--- config.mk ---
export PLATFORM = sky130hd
export DESIGN_NAME = dmem_arbiter
export DESIGN_NICKNAME = d
export VERILOG_FILES = /design/src/rtl/dmem_arbiter.sv
export SDC_FILE = /design/constraint.sdc
export NUM_CORES = 1
export LEC_CHECK = 0
export CORE_ASPECT_RATIO = 0.6
export CORE_MARGIN = 2
export CORE_UTILIZATION = 43
export DETAILED_ROUTE_END_ITERATION = 10
export PLACE_DENSITY_LB_ADDON = 0.05
export SYNTH_ARGS = -nofsm -noshare
export SYNTH_HDL_FRONTEND = slang
export SYNTH_SLANG_ARGS = --single-unit
export TNS_END_PERCENT = 30
--- constraint.sdc ---
create_clock -name clk -period 2.7 [get_ports clk]
set_clock_uncertainty 0.05 [all_clocks]
set_input_delay 0.81 -clock clk [delete_from_list [all_inputs] [get_ports clk]]
set_output_delay 0.81 -clock clk [all_outputs]
set_load 0.01 [all_outputs]
--- src/rtl/dmem_arbiter.sv ---
// Two-port arbiter in front of a single-port synchronous data memory.
// Round-robin or fixed priority; each transaction takes IDLE -> ACCESS -> RESP.
module dmem_arbiter #(
    parameter int ADDR_W     = 11,
    parameter int DATA_W     = 32,
    parameter int FIXED_PRIO = 0
) (
    input  logic              clk,
    input  logic              rst,
    input  logic              p0_req,
    input  logic              p0_we,
    input  logic [ADDR_W-1:0] p0_addr,
    input  logic [DATA_W-1:0] p0_wdata,
    output logic              p0_gnt,
    output logic              p0_ack,
    output logic [DATA_W-1:0] p0_rdata,
    input  logic              p1_req,
    input  logic              p1_we,
    input  logic [ADDR_W-1:0] p1_addr,
    input  logic [DATA_W-1:0] p1_wdata,
    output logic              p1_gnt,
    output logic              p1_ack,
    output logic [DATA_W-1:0] p1_rdata,
    output logic              mem_we,
    output logic [ADDR_W-1:0] mem_addr,
    output logic [DATA_W-1:0] mem_wdata,
    input  logic [DATA_W-1:0] mem_rdata,
    output logic              busy
);

    typedef enum logic [1:0] {IDLE, ACCESS, RESP} state_t;

    state_t            r_state;
    logic              r_last;
    logic              r_win;
    logic              r_we;
    logic              r_gnt0, r_gnt1, r_ack0, r_ack1;
    logic              r_mem_we;
    logic              r_busy;
    logic [ADDR_W-1:0] r_mem_addr;
    logic [DATA_W-1:0] r_mem_wdata;
    logic [DATA_W-1:0] r_rdata0, r_rdata1;
    logic              w_win;

    // Winner index: 1 selects port 1.
    always_comb begin
        w_win = 1'b0;
        if (p0_req && p1_req)
            w_win = (FIXED_PRIO != 0) ? 1'b0 : ~r_last;
        else
            w_win = ~p0_req;
    end

    always_ff @(posedge clk) begin
        if (rst) begin
            r_state     <= IDLE;
            r_last      <= 1'b1;
            r_win       <= 1'b0;
            r_we        <= 1'b0;
            r_gnt0      <= 1'b0;
            r_gnt1      <= 1'b0;
            r_ack0      <= 1'b0;
            r_ack1      <= 1'b0;
            r_mem_we    <= 1'b0;
            r_busy      <= 1'b0;
            r_mem_addr  <= '0;
            r_mem_wdata <= '0;
            r_rdata0    <= '0;
            r_rdata1    <= '0;
        end else begin
            r_gnt0   <= 1'b0;
            r_gnt1   <= 1'b0;
            r_ack0   <= 1'b0;
            r_ack1   <= 1'b0;
            r_mem_we <= 1'b0;
            case (r_state)
                IDLE: begin
                    if (p0_req || p1_req) begin
                        r_state     <= ACCESS;
                        r_busy      <= 1'b1;
                        r_win       <= w_win;
                        r_last      <= w_win;
                        r_we        <= w_win ? p1_we : p0_we;
                        r_mem_we    <= w_win ? p1_we : p0_we;
                        r_mem_addr  <= w_win ? p1_addr : p0_addr;
                        r_mem_wdata <= w_win ? p1_wdata : p0_wdata;
                        r_gnt0      <= ~w_win;
                        r_gnt1      <= w_win;
                    end
                end
                ACCESS: r_state <= RESP;
                RESP: begin
                    r_state <= IDLE;
                    r_busy  <= 1'b0;
                    r_ack0  <= ~r_win;
                    r_ack1  <= r_win;
                    if (!r_we) begin
                        if (r_win) r_rdata1 <= mem_rdata;
                        else       r_rdata0 <= mem_rdata;
                    end
                end
                default: begin
                    r_state <= IDLE;
                    r_busy  <= 1'b0;
                end
            endcase
        end
    end

    // Write strobe is masked by rst so an aborted ACCESS never reaches memory.
    assign mem_we    = r_mem_we & ~rst;
    assign mem_addr  = r_mem_addr;
    assign mem_wdata = r_mem_wdata;
    assign p0_gnt    = r_gnt0;
    assign p1_gnt    = r_gnt1;
    assign p0_ack    = r_ack0;
    assign p1_ack    = r_ack1;
    assign p0_rdata  = r_rdata0;
    assign p1_rdata  = r_rdata1;
    assign busy      = r_busy;

endmodule
* Yosys cells after proc, flatten, opt, wreduce, memory -nomap -nowiden
Cells that the tools add are included.
** Word-level totals
- Memory bits (read-only) :: 0
- Bits in writable memories :: 0
- Latch bits :: 0
- Flip-flop bits (word level) :: 118
- Memories kept :: 0
- Word-level logic and storage cells :: 45
** Operators by class
- Mux-type cells :: 8
- Magnitude comparators :: 0
- Multiply operators :: 0
- Add/sub/neg operators :: 0
- Divide/modulo/power cells :: 0
- Equality and inequality tests :: 3
- Shifts and indexed selects :: 0
- Reductions and logical operators :: 9
- Bitwise gates (word level) :: 11
** Operators by type and width (count)
- 32-bit 2-to-1 mux :: 1
- 11-bit 2-to-1 mux :: 1
- 1-bit NOT :: 10
- 3-bit AND reduction :: 2
- 2-bit case mux with 2 select lines :: 1
- 2-bit AND reduction :: 2
- 1-bit 2-to-1 mux :: 3
- 3-bit OR reduction :: 1
- 2-bit by 1-bit == test with 1-bit output, second input constant :: 1
- 2-bit == test, second input constant :: 1
- 2-bit zero test :: 1
- 2-bit 2-to-1 mux :: 1
- 2-bit != test, second input constant :: 1
- 1-bit case mux with 2 select lines :: 1
- 2-bit OR reduction :: 1
- 1-bit AND :: 1
- 1-bit logical AND :: 1
- 1-bit logical OR :: 1

* Longest topological paths before layout
- Word-level depth :: 3
- Depth in mapped cells :: 5
- Depth with buffers taken out :: 3

* Worst setup path before layout
No wires, ideal clock.
- Path kind :: input to output
- Start point :: input port rst
- End point :: output port mem_we
- Data arrival time :: 1185 ps
- Slack :: 655 ps
- Required time :: 1840 ps
- Stages on the path :: 2
- Buffers on the path :: 1
- Cells stage by stage :: clkbuf_1 > nor2b_1
** On the way
- Cells in the longest elaborated chain, start to end :: 2
** RTL lines
- from (decl) :: line 9 : input logic rst,
- 1-bit NOT :: line 111 : assign mem_we = r_mem_we & ~rst;
- 1-bit AND :: line 111
- to (decl) :: line 24 : output logic mem_we,
No other way between the ends.

* Worst setup path in the final report
Ends and elaborated chain as after synthesis.

==> metrics.txt <==
worst slack at placement=a little over 0.2 ns; synthesis-to-finish area growth=62.9%; vias=5119; post-layout power=0.00489 W; Rows=29; largest net degree at the start of global routing=between 100 and 150; clock latency on the worst-skew pair=around 0.4 ns; Post-Syn Area=approximately 0.0047 mm²; global-route wire length before repair=25600 µm; Static Leak=around 2.6 nW; Multi-input gate area=about 0.0020 mm²; hold endpoint=p0_rdata[2]$_SDFFE_PP0P_; DRC=0; flop-to-flop setup slack=roughly 0.81 ns; clock slew at reported path FFs=0.05 ns; final number of hold-violating endpoints=0; GRT Util Overall=a little over a quarter; post-cts resize count=0; fin worst setup slack=a little over 0.2 ns; dpl hpwl=approximately 11000 µm; Hold Path Depth=2; CP delay by family, top=buffers and inverters; CTS Buffer Depth=2; Post-CTS Setup Bufs=0; Num CTS Buffers=17; RSZ-0062 raised after global routing=no; core area=~0.011 mm²; max cap viols=0; Tmin final=between 2 and 2.5 ns; critical path class=input port to primary output; vias in the first global route=4980; antenna viol nets, final=0; n_diodes=0; Critical Path Sink Type=primary output; Avg WL per Cell=around 17 µm; critical path arrival=approximately 1.6 ns; final hold slack=0.403 ns; CP max stage delay=0.58 ns; Ys Warns=0; Max VDD drop=around 0.55 mV; fin crit share=92.4%; startpoint types=input port; Cell variety after synth=27; critical path depth=3; detailed router's first-iteration violation count=between 300 and 400; Root Buffer=clkbuf_16; Worst Hold Class=flop to flop; Nets=907; die area=0.0118 mm²; worst r2r path cells=4; worst r2r dst=r_we$_SDFFE_PP0P_; Hold Path Origin=p0_rdata[2]$_SDFFE_PP0P_; register area=approximately 0.0024 mm²; die width=around 140 µm; Post-Route WL=approximately 16000 µm; relative slew slack=approximately 18%; RR Startpoint=r_state[1]$_SDFFE_PP0P_; CP max stage cell=clkdlybuf4s50_1; post-synthesis net count=698; # hold bufs at CTS=0; Initial Util=around 44%; FF+latch count, synth=118; IO Pins=between 200 and 250; initial antenna violation count=0; Mapped Cells=574; Slew @ Worst Pin=1.23 ns; Final setup viols=0; clock sink total=between 100 and 150; number of vias per cell=between 5 and 6; Max Freq=about 0.4 GHz; Req. time, crit path=1.84 ns; Fillers=about 790; final core utilization=between 70 and 80%; CTS tree=done; GP Congestion=0.798; share of cells above drive strength 1=under 10%; grt ovf=0; sequential element share of the synthesized area=between 50% and 60%; Worst Path Buf+Inv=2; Setup TNS Final=0 ns; H-tree depth=4; Die H=approximately 85 µm; Final Slew Violations=0; crit-path cells=buf_4, nor2b_1, clkdlybuf4s50_1; status=finished, final reports clean; drt pass-1 iters=5; Buffers on Ports=about 240; Critical Path Fanout Max=2; power per cell area=about 640 mW/mm²; syn_area_per_cell=between 8 and 9 µm²
-- layout make-up --
class | count | share of cell area (%)
Timing Repair Buffer | 252 | 32.7
Sequential cell | 118 | 30.9
Multi-Input combinational cell | 393 | 26.8
Clock buffer | 20 | 5.97
Tap cell | 139 | 2.27
Clock inverter | 10 | 1.39
Inverter | 1 | 0.0491
-- kinds of logic after synthesis --
kind of cell	share of synthesized area, %
buffers and inverters	6.55
DFF	50.3
and+or+nand+nor	18.0
AOI/OAI and AO/OA	25.2
-- metal layers --
metal,vias to the layer above,track usage [%],part of all wire (%)
li1,2446,-,-
met1,2382,34.1,42
met2,264,43.3,45
met3,27,9.76,10
met4,0,8.82,1.9
met5,-,0,0
-- per-stage QoR --
stage / instance area (µm²) / instances
after detailed placement: 7090 / 903
after global routing: 7650 / 933
final: 7650 / 933
after CTS: 7650 / 933
after floorplan: 4700 / 574
after global placement: 7090 / 903
-- worst register-to-register path, stage by stage, from the launching register on --
cell	delay (ns)
dfxtp_1	0.40
nor2_4	0.56
and2_1	0.25
buf_4	0.28
a311oi_1	0.16
-- placed cells by master (no fill, tap or decap), types with 2 or more instances in the layout --
| cell type | synthesis | final |
|---|---|---|
| clkdlybuf4s50_1 | 0 | 234 |
| nand2_1 | 131 | 131 |
| dfxtp_1 | 118 | 118 |
| a21oi_1 | 110 | 110 |
| a311oi_1 | 45 | 45 |
| o21ai_0 | 44 | 44 |
| nand3_1 | 44 | 44 |
| clkbuf_16 | 0 | 17 |
| buf_4 | 6 | 15 |
| clkinv_2 | 0 | 6 |
| nor3b_1 | 2 | 2 |
| clkbuf_8 | 0 | 2 |
| bufinv_16 | 0 | 2 |
| buf_12 | 0 | 2 |
-- worst max path at each step --
stage               from      to  slack, ns
finish               rst  mem_we       0.21
floorplan            rst  mem_we       0.65
detailed placement   rst  mem_we       0.21
global route         rst  mem_we       0.18
global placement     rst  mem_we       0.21
CTS                  rst  mem_we       0.21
-- where the power goes --
group	total [W]	leakage (nW)	internal (W)	switching [W]
registers	0.00192	0.965	0.00185	0.0000679
logic	0.000828	1.40	0.000451	0.000377
clock network	0.00214	0.281	0.00139	0.000757
-- registers in the layout, summed over array words and instances (netlist names) --
signal	flops
p0_gnt	1
mem_addr	11
p1_ack	1
mem_wdata	32
r_state	2
r_mem_we	1
p1_rdata	32
p1_gnt	1
busy	1
r_win	1
r_last	1
p0_ack	1
p0_rdata	32
r_we	1
-- cells in the mapped netlist (all sizes together) --
master	n	area share, %
inv	1	0.080
nor3	1	0.11
a221o	1	0.21
o21ai	44	4.7
nor2	2	0.16
a21oi	110	12
a311oi	45	8.4
nor4bb	1	0.21
buf	31	4.0
nand2b	2	0.27
and2	1	0.13
nor3b	2	0.32
a211oi	1	0.16
or2	1	0.13
dfxtp	118	50
nand2	131	10
or4b	1	0.21
nand3	44	4.7
clkbuf	31	2.5
nand4bb	1	0.24
nor4b	2	0.51
nor2b	2	0.27
and4bb	1	0.27
Note: power is estimated with default switching activity, not from simulation.
